--- src/rtl/pipe_pkg.sv ---
// Shared pipeline definitions: hazard FSM encoding, register-address width
// and the forwarding select codes used by the hazard and forwarding units.
package pipe_pkg;

   localparam int REG_AW = 3;

   typedef enum logic [1:0] {
      HZ_RUN        = 2'd0,
      HZ_LOAD_STALL = 2'd1,
      HZ_MEM_WAIT   = 2'd2
   } hz_state_e;

   typedef enum logic [1:0] {
      FWD_NONE = 2'b00,
      FWD_EXM  = 2'b01,
      FWD_MWB  = 2'b10
   } fwd_sel_e;

   // Plain 3-bit match; R0 is deliberately not special-cased here.
   function automatic logic src_hit(input logic [REG_AW-1:0] src,
                                    input logic              uses,
                                    input logic [REG_AW-1:0] rd);
      return uses & (src == rd);
   endfunction

endpackage

--- src/rtl/hazard_controller_bubble_tracker.sv ---
// Four per-stage bubble flags (ID, EX, EX/MEM, MEM/WB); 1 marks a bubble.
// Freeze holds the front stages while MEM/WB drains to a bubble.
module bubble_tracker (
   input  logic clk_i,
   input  logic rst_i,
   input  logic freeze_i,
   input  logic hold_id_i,
   input  logic flush_id_i,
   input  logic flush_ex_i,
   output logic id_bub_o,
   output logic ex_bub_o,
   output logic exm_bub_o,
   output logic mwb_bub_o
);

   logic id_bub_q, ex_bub_q, exm_bub_q, mwb_bub_q;
   logic id_bub_d, ex_bub_d, exm_bub_d, mwb_bub_d;

   always_comb begin
      id_bub_d  = id_bub_q;
      ex_bub_d  = ex_bub_q;
      exm_bub_d = exm_bub_q;
      mwb_bub_d = mwb_bub_q;
      if (freeze_i) begin
         mwb_bub_d = 1'b1;
      end else begin
         id_bub_d  = flush_id_i ? 1'b1 : (hold_id_i ? id_bub_q : 1'b0);
         ex_bub_d  = flush_ex_i ? 1'b1 : id_bub_q;
         exm_bub_d = ex_bub_q;
         mwb_bub_d = exm_bub_q;
      end
   end

   always_ff @(posedge clk_i or posedge rst_i) begin
      if (rst_i) begin
         id_bub_q  <= 1'b1;
         ex_bub_q  <= 1'b1;
         exm_bub_q <= 1'b1;
         mwb_bub_q <= 1'b1;
      end else begin
         id_bub_q  <= id_bub_d;
         ex_bub_q  <= ex_bub_d;
         exm_bub_q <= exm_bub_d;
         mwb_bub_q <= mwb_bub_d;
      end
   end

   assign id_bub_o  = id_bub_q;
   assign ex_bub_o  = ex_bub_q;
   assign exm_bub_o = exm_bub_q;
   assign mwb_bub_o = mwb_bub_q;

endmodule

--- src/rtl/hazard_controller.sv ---
// Pipeline sequencing controller: load-use stalls, taken-branch flushes and
// data-memory wait states; sole source of stage enables and flushes.
module hazard_controller
   import pipe_pkg::*;
#(
   parameter int LOAD_LAT = 1
) (
   input  logic              clk,
   input  logic              rst,
   input  logic [REG_AW-1:0] ID_Reg_Rs,
   input  logic [REG_AW-1:0] ID_Reg_Rt,
   input  logic              ID_uses_Rs,
   input  logic              ID_uses_Rt,
   input  logic [REG_AW-1:0] EX_Reg_Rd,
   input  logic              EX_mem_read,
   input  logic              EX_branch_taken,
   input  logic              EXM_mem_access,
   input  logic              mem_ready,
   output logic              PC_write,
   output logic              IFID_write,
   output logic              IDEX_write,
   output logic              EXM_write,
   output logic              IFID_flush,
   output logic              IDEX_flush,
   output logic              EX_valid_in,
   output logic              EXM_valid_in,
   output logic              MWB_valid_in,
   output logic [1:0]        hz_state
);

   hz_state_e  state_q, state_d, eff_state;
   logic [2:0] stall_cnt_q, stall_cnt_d;
   logic       id_bub, ex_bub, exm_bub, mwb_bub;
   logic       freeze, hold_id, flush_id, flush_ex;
   logic       mem_wait, load_use, br;

   assign mem_wait = ~exm_bub & EXM_mem_access & ~mem_ready;
   assign br       = ~ex_bub & EX_branch_taken;
   assign load_use = ~id_bub & ~ex_bub & EX_mem_read &
                     (src_hit(ID_Reg_Rs, ID_uses_Rs, EX_Reg_Rd) |
                      src_hit(ID_Reg_Rt, ID_uses_Rt, EX_Reg_Rd));

   always_comb begin
      PC_write    = 1'b1;
      IFID_write  = 1'b1;
      IDEX_write  = 1'b1;
      EXM_write   = 1'b1;
      IFID_flush  = 1'b0;
      IDEX_flush  = 1'b0;
      freeze      = 1'b0;
      hold_id     = 1'b0;
      flush_id    = 1'b0;
      flush_ex    = 1'b0;
      // Once memory is ready, MEM_WAIT behaves as the state it interrupted.
      eff_state   = state_q;
      if (state_q == HZ_MEM_WAIT)
         eff_state = (stall_cnt_q != 3'd0) ? HZ_LOAD_STALL : HZ_RUN;
      state_d     = eff_state;
      stall_cnt_d = stall_cnt_q;

      if (mem_wait) begin
         PC_write   = 1'b0;
         IFID_write = 1'b0;
         IDEX_write = 1'b0;
         EXM_write  = 1'b0;
         freeze     = 1'b1;
         state_d    = HZ_MEM_WAIT;
      end else if (br) begin
         IFID_flush  = 1'b1;
         IDEX_flush  = 1'b1;
         flush_id    = 1'b1;
         flush_ex    = 1'b1;
         stall_cnt_d = 3'd0;
         state_d     = HZ_RUN;
      end else if (load_use && eff_state == HZ_RUN) begin
         PC_write   = 1'b0;
         IFID_write = 1'b0;
         IDEX_flush = 1'b1;
         hold_id    = 1'b1;
         flush_ex   = 1'b1;
         if (LOAD_LAT > 1) begin
            state_d     = HZ_LOAD_STALL;
            stall_cnt_d = 3'(LOAD_LAT - 1);
         end
      end else if (eff_state == HZ_LOAD_STALL) begin
         PC_write    = 1'b0;
         IFID_write  = 1'b0;
         IDEX_flush  = 1'b1;
         hold_id     = 1'b1;
         flush_ex    = 1'b1;
         stall_cnt_d = stall_cnt_q - 3'd1;
         state_d     = (stall_cnt_q == 3'd1) ? HZ_RUN : HZ_LOAD_STALL;
      end
   end

   always_ff @(posedge clk or posedge rst) begin
      if (rst) begin
         state_q     <= HZ_RUN;
         stall_cnt_q <= 3'd0;
      end else begin
         state_q     <= state_d;
         stall_cnt_q <= stall_cnt_d;
      end
   end

   bubble_tracker u_bub (
      .clk_i      (clk),
      .rst_i      (rst),
      .freeze_i   (freeze),
      .hold_id_i  (hold_id),
      .flush_id_i (flush_id),
      .flush_ex_i (flush_ex),
      .id_bub_o   (id_bub),
      .ex_bub_o   (ex_bub),
      .exm_bub_o  (exm_bub),
      .mwb_bub_o  (mwb_bub)
   );

   assign EX_valid_in  = ex_bub;
   assign EXM_valid_in = exm_bub;
   assign MWB_valid_in = mwb_bub;
   assign hz_state     = state_q;

endmodule

--- config.mk ---
export PLATFORM = sky130hd
export DESIGN_NAME = hazard_controller
export DESIGN_NICKNAME = d
export VERILOG_FILES = /design/src/rtl/pipe_pkg.sv /design/src/rtl/hazard_controller_bubble_tracker.sv /design/src/rtl/hazard_controller.sv
export SDC_FILE = /design/constraint.sdc
export NUM_CORES = 1
export LEC_CHECK = 0
export CORE_MARGIN = 1
export CORE_UTILIZATION = 44
export CTS_CLUSTER_SIZE = 10
export DETAILED_ROUTE_END_ITERATION = 12
export GPL_TIMING_DRIVEN = 0
export PLACE_DENSITY_LB_ADDON = 0.05
export SLEW_MARGIN = 15
export SYNTH_ARGS = -nofsm -noshare
export SYNTH_HDL_FRONTEND = slang
export SYNTH_HIERARCHICAL = 1
export SYNTH_SLANG_ARGS = --single-unit
--- constraint.sdc ---
create_clock -name clk -period 3.18 [get_ports clk]
set_input_delay 0.318 -clock clk [delete_from_list [all_inputs] [get_ports clk]]
set_output_delay 0.318 -clock clk [all_outputs]
set_load 0.01 [all_outputs]
Word-level counts from Yosys, hierarchy flattened --
Index checks and enable logic that the tools add are counted.
Cells by class: $add $sub $neg 1, multiply operators 0, divide/modulo/power cells 0, magnitude comparators 0, equal/unequal tests 7, shift-type cells 0, multiplexer cells 28, bitwise operators 15, reduce and logical (&&, ||, !) cells 6
Operators with widths (count):
- $mux 1 | 20
- $mux 2 | 5
- $mux 3 | 3
- $and 1x1->1 | 8
- $eq 3x3->1 | 2
- $not 1->1 | 6
- $ne 2x2->1 const B | 2
- $eq 3x1->1 const B | 1
- $reduce_and 3->1 | 1
- $reduce_bool 3->1 | 1
- $sub 3x1->3 const B | 1
- $eq 2x1->1 const B | 1
- $eq 2x2->1 const B | 1
- $logic_not 2->1 | 1
- $reduce_and 2->1 | 1
- $reduce_bool 2->1 | 1
- $logic_and 1x1->1 | 1
- $or 1x1->1 | 1
Storage, ports and cells: register bits 9, bits in latches 0, bits in writable memories 0, memory bits (read-only) 0, bits of input ports 17, output and inout port bits 11, word-level logic and storage cells 63, memories kept 0

Logic depth before layout (Yosys ltp) --
Gate-level depths: netlist (run 1).
depth in word-level cells 10, mapped depth 8, mapped depth without buffers 8

Cells and area by module --
The synthesis (run 1) kept the hierarchy.
Modules (own cells, without submodules):
- hazard_controller | times used 1, cells each 55, area an instance 504.2 um2, sequential area each 125.1 um2
- bubble_tracker | times used 1, cells each 13, area an instance 156.4 um2, sequential area each 105.1 um2

Worst setup path after synthesis (run 1) --
Ideal clock, no wire load.
path kind reg2out, from reg stall_cnt_q[0], to out PC_write, arrival time 1.400 ns, data required time 2.862 ns, setup slack 1.462 ns, cell stages (with the launch flop) 8, buffers on the path 1, cells stage by stage dfrtp_1 -> inv_1 -> ha_1 -> nand2b_2 -> a21oi_4 -> nand4_1 -> o221a_2 -> buf_4
On the way: cells in the longest elaborated chain, start to end 8, elaborated cells between the ends (all ways) 10, classes of those cells eq/ne (1); mux (6); reduce/logical (3)
Ends and longest elaborated chain:
- start, declared | RTL line hazard_controller.sv:32 | logic [2:0] stall_cnt_q, stall_cnt_d;
- start signal, assigned | RTL line hazard_controller.sv:102 | stall_cnt_q <= stall_cnt_d;
- $reduce_bool 3->1 * | RTL line hazard_controller.sv:57 | eff_state = (stall_cnt_q != 3'd0) ? HZ_LOAD_STALL : HZ_RUN;
- $mux 1 * | RTL line hazard_controller.sv:57
- $mux 2 * | RTL line hazard_controller.sv:56 | if (state_q == HZ_MEM_WAIT)
- $eq 2x1->1 or $logic_not 2->1 (tied branches) | RTL line hazard_controller.sv:85, hazard_controller.sv:75
- $mux 1 or $logic_and 1x1->1 (tied branches)
- $mux 1 * (3 in series)
- end, declared | RTL line hazard_controller.sv:19 | output logic PC_write,
Every way passes the cells marked *; elsewhere a longest branch is shown, timed or not.

Worst setup path after layout (run 1) --
from reg stall_cnt_q[1], to out IDEX_flush
On the way: cells in the longest elaborated chain, start to end 8, elaborated cells between the ends (all ways) 10, classes of those cells eq/ne (1); mux (6); reduce/logical (3)
Ends and longest elaborated chain:
- $reduce_bool 3->1 * | RTL line hazard_controller.sv:57
- $mux 1 * | RTL line hazard_controller.sv:57
- $mux 2 * | RTL line hazard_controller.sv:56
- $eq 2x1->1 or $logic_not 2->1 (tied branches) | RTL line hazard_controller.sv:85, hazard_controller.sv:75
- $mux 1 or $logic_and 1x1->1 (tied branches) | RTL line hazard_controller.sv:85, hazard_controller.sv:75
- $mux 1 * | RTL line hazard_controller.sv:75 | end else if (load_use && eff_state == HZ_RUN) begin
- $mux 1 * | RTL line hazard_controller.sv:68 | end else if (br) begin
- $mux 1 * | RTL line hazard_controller.sv:61 | if (mem_wait) begin
- end, declared | RTL line hazard_controller.sv:24 | output logic IDEX_flush,
Marks and branches as above.

==> impl_results.md, run 1 <==
* Status: complete, no violations
* Synthesized flop and latch total at 9
* Tot GR Track Use at 19.55%
* Crit-path max cell delay at 0.58 ns
* Final Wtd Congestion at 0.7339
* Vias per cell at 5.211
* First-pass DRT Iterations at 4
* Max-cap violations at 0
* Hold Buf Count CTS at 0
* Crit. End Element: primary output
* Worst setup margin at 0.6284 ns
* Setup tns final at 0 ns
* Largest net degree at the start of global routing at 10
* Clk_lat worst skew at ~0.26 ns
* IO Pins at 28
* Critical Path RT at 2.86 ns
* Pre-CTS WS at 0.7131 ns
* Worst Tran Pin Value at about 0.23 ns
* Xor-xnor portion of the synthesized cell area at just under 8%
* R2R Path End: u_bub/ex_bub_o
* Max IR drop VDD at 0.5113 mV
* Synth top area share at 18.94%
* H-tree Lvls at 1
* CTS Buffer Depth at 2
* Dpl cell area at ~950 µm²
* Die W at 40.75 µm
* Yosys warnings at 6
* Area of the core at 0.001350 mm²
* Reg2reg path depth at 8
* Worst-path clk slew at roughly 0.060 ns
* Mux share of post-synthesis cell area at under 10%
* Post-DP HPWL at ~1.1 mm
* Max-slew violation count at 0
* Post-synth top area cell: dfrtp_1
* Syn Std Cell Area at between 600 and 700 µm²
* Inserted Diodes at 0
* Final instance area at 975.9 µm²
* R2R setup slack at ~1.5 ns
* Final wirelength at 1.346 mm
* Starting Density at 48.93%
* RSZ-0062 raised after global routing: no
* Crit Path Class: reg -> out
* Worst-path fanout max at 5
* Worst EP arrival at 2.23 ns
* Non-Filler Instances at 114
* Vias in the first global route at between 500 and 600
* IO buf count at 27
* Die Ht at slightly above 40 µm
* Layout area overhead at 47.73%
* Slew HR at 84.19%
* Die Area at 0.001661 mm²
* DR vias at 594
* CTS Sinks at 9
* WL/cell at 11.81 µm
* Final hold vios at 0
* Mean Syn Cell Area at 9.715 µm²
* Antenna violations before repair at 0
* Final Critical Period at 2.552 ns
* CP Launch Type: flip-flop
* Grt total ovfl at 0
* FP Rows at 13
* Worst Path Buf+Inv at 2
* First-pass GRT wire length at 2.083 mm
* Power per cell area at 751.4 mW/mm²
* Main combinational cell family by area after synthesis: simple AND/OR/NAND/NOR gates
* Family with the most delay on the worst path: buffers and inverters
* Async set or reset register ratio after synthesis at 100.0%
* Final ANT Viol Nets at 0
* Post-Syn Nets at 88
* Fillers at 115
* CTS tree: built
* Root buf cell: clkbuf_4
* Synth Area in Compound Gates at 18.56%
* Crit path max-delay cell type: clkdlybuf4s50_1
* Worst reg2reg path startpoint: stall_cnt_q[1]
* Leak at 0.0004183 µW
* HP Class: in -> async
* Fin util at 72.29%
* # resized after CTS at 0
* Post-CTS setup buffers at 0
* Final Net Count at between 100 and 150
* Final-report setup violation count at 0
* Placed insts at 110
* EDFF count, synth at 0
* TritonCTS Buffers at 3
* Top post-synthesis cells by area: dfrtp_1, dfstp_2, xnor2_1
* Sequential cell area fraction in the yosys report at 34.85%
* Distinct cell type count of the synthesized netlist at 32
* Period utilization at about four fifths
* Primary FF master, synth: dfrtp_1
* Maximum clock frequency at just under 400 MHz
* Cell Chain, Critical Path: inv_1 -> ha_1 -> nand2b_2 -> a21oi_4 -> o2111ai_1 -> a31oi_1 -> clkdlybuf4s50_1
* Fraction of layout cells with a size suffix above 1 at 21.21%
* Adder-cell share of the synthesized area at between 5 and 6%
* Final clock skew at 0.003340 ns
* DRC at 0
* Simple logic cell fraction of the synthesized area at around a fifth
* DRT iter0 DRCs at 4
* Synth Instances at 68
-- power breakdown --
group | internal, µW | switching, µW | leakage (µW)
clock network | 48.3 | 39.6 | 0.0000150
registers | 180 | 41.8 | 0.000108
logic | 233 | 190 | 0.000295
total | 462 | 271 | 0.000418
-- worst max path at each step --
stage	start	to	slack [ns]	cells past startpoint
5_1_grt	stall_cnt_q[0]	IDEX_flush	0.45	7
3_3_place_gp	EX_Reg_Rd[1]	IDEX_flush	0.70	6
4_1_cts	stall_cnt_q[1]	PC_write	0.62	8
3_5_place_dp	EX_Reg_Rd[1]	IDEX_flush	0.71	6
6_report	stall_cnt_q[1]	IDEX_flush	0.63	7
2_1_floorplan	stall_cnt_q[0]	PC_write	1.46	7
-- per-layer routing --
layer	vias up	GRT usage, %	wire [µm]
met5	-	0	0
met4	0	10.00	11
met1	271	23.67	580
met2	21	31.75	688
li1	298	-	-
met3	4	4.891	66
-- cell usage after synthesis (all sizes together), types with 2 or more instances --
library cell / n
o21ai: 4
a21oi: 3
buf: 3
ha: 3
dfstp: 4
nand4: 3
nor2: 3
nand2: 8
and4: 2
dfrtp: 5
xnor2: 6
inv: 7
-- per-stage QoR --
| stage | hold slack (ns) | total power, µW |
|---|---|---|
| 2_1_floorplan | 0.09652 | 471.9 |
| 3_3_place_gp | 0.5064 | 639.4 |
| 3_5_place_dp | 0.5104 | 646.9 |
| 4_1_cts | 0.2904 | 740.9 |
| 5_1_grt | 0.3048 | 792.2 |
| 6_report | 0.2878 | 733.3 |
-- state kept, by name, indices dropped and copies added, names as in the netlist --
name	flops
hz_state	2
stall_cnt_q	3
u_bub/ex_bub_o	1
u_bub/exm_bub_o	1
u_bub/id_bub_o	1
u_bub/mwb_bub_o	1
-- logic make-up (layout without fill, tap and decap cells) --
logic type | Yosys count | count (layout)
AOI/OAI and AO/OA | 15 | 15
xor gates and xnor gates | 6 | 6
adders and majority gates | 3 | 3
buffers and inverters | 11 | 42
DFF | 9 | 9
muxes | 2 | 2
and+or+nand+nor | 22 | 22
-- cells in the final DEF (no fill, tap or decap), types with 3 or more instances in the layout --
cell type        netlist  routed
clkbuf_4               0       3
clkdlybuf4s50_1        0      27
dfrtp_1                5       5
dfstp_2                4       4
ha_1                   3       3
inv_1                  7       7
nand2_1                7       7
nand4_1                3       3
nor2_1                 3       3
o21ai_0                4       4
xnor2_1                6       6
-- area by class of cell --
cell class                      count  area (µm²)  area share (%)
Inverter                            8       35.03           3.590
Multi-Input combinational cell     48       369.1           37.82
Clock buffer                        4       26.28           2.692
Timing Repair Buffer               27       270.3           27.69
Buffer                              3       26.28           2.692
Sequential cell                     9       230.2           23.59
Tap cell                           15       18.77           1.923
Power figures use the tool's default switching activity.
==> run 2, diff against run 1 <==
--- a/config.mk
+++ b/config.mk
@@ -6,7 +6,7 @@
 export NUM_CORES = 1
 export LEC_CHECK = 0
 export CORE_MARGIN = 1
-export CORE_UTILIZATION = 44
+export CORE_UTILIZATION = 37
 export CTS_CLUSTER_SIZE = 10
 export DETAILED_ROUTE_END_ITERATION = 12
 export GPL_TIMING_DRIVEN = 0
==> constraint.sdc (replaced) <==
create_clock -name clk -period 2.3 [get_ports clk]
set_input_delay 0.23 -clock clk [delete_from_list [all_inputs] [get_ports clk]]
set_output_delay 0.23 -clock clk [all_outputs]
set_load 0.01 [all_outputs]
==> run 2 against run 1 <==
Via count grew 13%. Count of clock-buffer cells in the layout is the same. Register-to-register slack lost 1.4 ns. Critical endpoint unchanged. Power grew 72%. Utilization shrank 1.4 points. Combinational power grew 95%. Clock power grew 41%.
==> impl_results.md, run 2 (synthesized netlist as in run 1, its figures left out) <==
* First-pass DRT Iterations at 3
* Max reg flops at 3
* Max-slew violation count at 0
* CTS Buffer Depth at 2
* CP Launch Type: flip-flop
* Clk_lat worst skew at 0.26 ns
* Die Area at 0.001959 mm²
* Root buf cell: clkbuf_4
* Worst Tran Pin Value at 0.2371 ns
* Post-DP HPWL at 1.176 mm
* Vias per cell at 4.919
* Worst-path fanout max at 4
* Max-cap violations at 0
* Tot GR Track Use at 18.34%
* FP Rows at 14
* Power Total at about 1300 µW
* IO Pins at 28
* Worst Path Buf+Inv at 3
* Largest net degree at the start of global routing at 10
* Starting Density at 41.44%
* Worst reg2reg path startpoint: stall_cnt_q[0]
* Pre-CTS WS at -0.06734 ns
* Final Critical Period at 2.236 ns
* Hold Buf Count CTS at 0
* Area of the core at around 0.0016 mm²
* Most frequent cells in the layout: clkdlybuf4s50_1, buf_4, nand2_1, xnor2_1
* Slew HR at 84.02%
* CTS Sinks at 9
* TritonCTS Buffers at 3
* First-pass GRT wire length at 2.628 mm
* Final Wtd Congestion at about 0.80
* Inserted Diodes at 0
* Critical Path RT at slightly above 2 ns
* Reg2reg path depth at 14
* IO buf count at 27
* Critical Path Source: stall_cnt_q[0]
* Power per cell area at 1117 mW/mm²
* DR vias at 669
* Final clock skew at a little over 0.006 ns
* Grt total ovfl at 0
* Layout area overhead at 71.02%
* Worst hold slack at 0.1992 ns
* Most common cell after layout, fill and taps aside: clkdlybuf4s50_1
* Max IR drop VDD at 0.6811 mV
* Vias in the first global route at 617
* Crit-path max cell delay at 0.41 ns
* Final-report setup violation count at 0
* Largest Register: stall_cnt_q
* Final wirelength at 1.714 mm
* CTS tree: built
* Worst EP arrival at 2.01 ns
* DRC at 0
* Antenna violations before repair at 0
* Crit Path Class: reg -> out
* Final instance area at 0.001130 mm²
* Fin util at 70.88%
* Family with the most delay on the worst path: compound AO/OA/AOI/OAI gates
* Fraction of layout cells with a size suffix above 1 at 35.71%
* Cell Chain, Critical Path: inv_2 -> ha_4 -> nand2b_4 -> a21oi_4 -> o2111ai_2 -> a31oi_2 -> buf_4 -> dlygate4sd2_1
* H-tree Lvls at 1
* DRT iter0 DRCs at 7
* Final hold vios at 0
* Status: complete, no violations
* Final ANT Viol Nets at 0
* Final Net Count at 133
* R2R setup slack at 0.10 ns
* HP Class: in -> async
* Period utilization at 97.22%
* Worst-path clk slew at 0.07 ns
* Crit path max-delay cell type: dfrtp_1
* Die Ht at 44.26 µm
* Crit. End Element: primary output
* Die W at about 44 µm
* Leak at between 0.0005 and 0.0006 µW
* WL/cell at 12.60 µm
* R2R Path End: u_bub/ex_bub_o
* Maximum clock frequency at between 400 and 500 MHz
* Worst setup margin at 0.06388 ns
* Dpl cell area at 960.9 µm²
==> run 2: through the flow <==
| stage | TNS, ns | instances |
|---|---|---|
| global placement | -0.01721 | 119 |
| finish | 0 | 136 |
| floorplan | 0 | 68 |
| global route | -0.01847 | 136 |
| CTS | -0.02759 | 130 |
| detailed placement | -0.06734 | 119 |
==> run 2: metal layers <==
layer  track usage (%)  share of wire [%]
met2             28.24                 52
met5                 0                  0
met3             5.306                5.0
met4             8.485                2.1
met1             23.66                 41
==> run 2: worst max-delay path by stage <==
| stage | end | slack [ns] | cells past startpoint |
|---|---|---|---|
| final | IDEX_flush | 0.06 | 8 |
| after detailed placement | IDEX_flush | -0.07 | 6 |
| after global placement | IDEX_flush | -0.02 | 6 |
| after CTS | u_bub/ex_bub_o | -0.03 | 15 |
| after global routing | IDEX_flush | -0.02 | 8 |
| after floorplan | u_bub/ex_bub_o | 0.66 | 8 |
==> run 2: cell type report <==
| cell class | count | area, µm² |
|---|---|---|
| repair buffers | 40 | 369.1 |
| well taps | 24 | 30.03 |
| flip-flops and latches | 9 | 230.2 |
| multi-input cells | 48 | 412.9 |
| plain buffers | 3 | 26.28 |
| clock buffers | 4 | 26.28 |
| fillers | 134 | 464.2 |
| inverters | 8 | 35.03 |
==> run 2: power by group <==
part | total, µW | switching, µW | internal, µW | leakage (µW)
clock network | 124 | 57.4 | 66.9 | 0.0000150
logic | 825 | 345 | 480 | 0.000383
registers | 312 | 63.2 | 249 | 0.000108
total | 1260 | 466 | 796 | 0.000506
==> run 2: what timing repair did <==
item,CTS,global route
setup buffers,7,7
endpoints found under the setup margin,3,2
pin swaps,2,5
gates resized for setup,4,12
==> edit, RTL diff (config.mk and constraints of run 2) <==
The package constant `REG_AW` goes from 3 to 2.
--- a/src/rtl/pipe_pkg.sv
+++ b/src/rtl/pipe_pkg.sv
@@ -3,5 +3,5 @@
 package pipe_pkg;
 
-   localparam int REG_AW = 3;
+   localparam int REG_AW = 2;
 
    typedef enum logic [1:0] {
Interface: changed (resized EX_Reg_Rd, ID_Reg_Rs and ID_Reg_Rt); port bits go from 28 to 25. No check against the original RTL was run, so the function may have changed too.
==> edit against run 2 <==
Count of clock-buffer cells in the layout is the same; via count shrank 23%; wire length shrank 32%; total power shrank 29%; combinational power shrank 42%; sequential cell count is the same; largest power group unchanged; fmax grew 1.9%; worst setup slack gained 0.042 ns; cell area shrank 20%; clock skew shrank 0.0033 ns; final cell count shrank 22%; first-iteration DRC count shrank 14%; worst hold slack gained 0.0070 ns; area after synthesis shrank 8.3%.
==> edit: results (changes against run 2) <==
cells_and_area:
  signal_buffers: 28  # -35%
  clock_tree_area_fraction_pct: 2.909  # +0.58 points
  signal_buffer_area_fraction_pct: 29.50  # -5.5 points
  final_layout_size_suffix_gt1_share_pct: 25.56  # -10 points
  multi_input_area_share_pct: 35.60  # -0.95 points
  fin_cells: 106  # -22%
  final_nets: 108  # -19%
  sh_seq_area_pct: 25.48  # +5.1 points
  final_core_util_pct: 59.28  # -12 points
  num-multi-input-gates: 42  # -13%
  filler_cells: 144  # +7.5%
synthesis:
  yosys.area_share.adder_pct: 6.198  # +0.52 points
  avgSynthCellArea_um2: 9.928  # +2.2%
  ys_top_cells_by_count: "sky130_fd_sc_hd__inv_1, sky130_fd_sc_hd__dfrtp_1, sky130_fd_sc_hd__nand2_1"
  post_synthesis_compound_gate_area_fraction_pct: 15.50  # -3.1 points
  synth-xor-area-share_pct: 5.785  # -2.2 points
  postSynthNetCount: 78  # -11%
critical_path:
  worstPathArrival_ns: 1.96  # -0.05 ns
place:
  pre_cts_ws_ns: 0.007831  # +0.07517 ns
  hpwlAfterDp_um: 970.4  # -17%
  dp_cells: 101  # -15%
  gp_routability_congestion: 0.7451  # -6.9%
  placed_cell_area_um2: 865.8  # -9.9%
  numPortBuffers: 24  # -11%
detailed_routing:
  detailroute.via_count: 517  # -23%
pwr:
  power.leakage_nw: 0.4214  # -17%
  powerSeq_uw: 301  # -4%
  peakVddDrop_mv: 0.6624  # -2.7%
  p_int_uw: 587.1  # -26%
  p_sw_uw: 312.6  # -33%
  clock_power_uw: 119  # -4%
grt:
  grt_use_total_pct: 15.34  # -3.0 points
  grt_pass1_wl_mm: 2.097  # -20%
outcome:
  outcome: "finished, final reports clean"
-- edit: cell types whose count changed after synthesis, sizes merged, moves of 2 or more --
cell / run 2 / this run
and4: 2 / 0
and4b: 0 / 2
nand4: 3 / 0
xnor2: 6 / 4
nand2: 8 / 5
nand3: 0 / 2
-- edit: worst paths after layout --
| check | from | depth (start not counted) | slack, ns | endpoint |
|---|---|---|---|---|
| max | stall_cnt_q[0] | 9 | 0.11 | IFID_write |
| min | rst | 2 | 0.21 | stall_cnt_q[0] |
| max reg2reg | stall_cnt_q[0] | 10 | 0.59 | u_bub/id_bub_o |
| min reg2reg | u_bub/id_bub_o | 2 | 0.51 | u_bub/id_bub_o |
| max in group asynchronous | rst | 2 | 1.90 | u_bub/id_bub_o |
| min in group clk | u_bub/id_bub_o | 2 | 0.51 | u_bub/id_bub_o |
-- edit: critical path: cells and delay by family, from the launching register on --
family / cells / cell delay [ns]
buffers and inverters: 4 / 0.59
AO/OA/AOI/OAI: 3 / 0.49
flip-flops: 1 / 0.39
adder cells (fa/ha/maj): 1 / 0.14
multiplexers: 1 / 0.10
-- edit: per-layer routing --
metal / wire length, um / part of all wire [%] / GRT usage (%)
met1: 540 / 46 / 18.98
met2: 561 / 48 / 24.62
met3: 65 / 5.6 / 6.466
met4: 0 / 0 / 3.750
met5: 0 / 0 / 0
-- edit: what timing repair did --
action                     4_1_cts  5_1_grt
setup endpoints to repair        3        2
pin swaps                        0        1
hold buffers                     0        0
gates resized for setup          6        4
buffers inserted                 1        0
-- edit: kinds of logic after synthesis --
group	count (synthesis)
AOI/OAI and AO/OA	14
xor gates and xnor gates	4
adders and majority gates	3
buffers and inverters	10
DFF	9
muxes	3
and+or+nand+nor	18
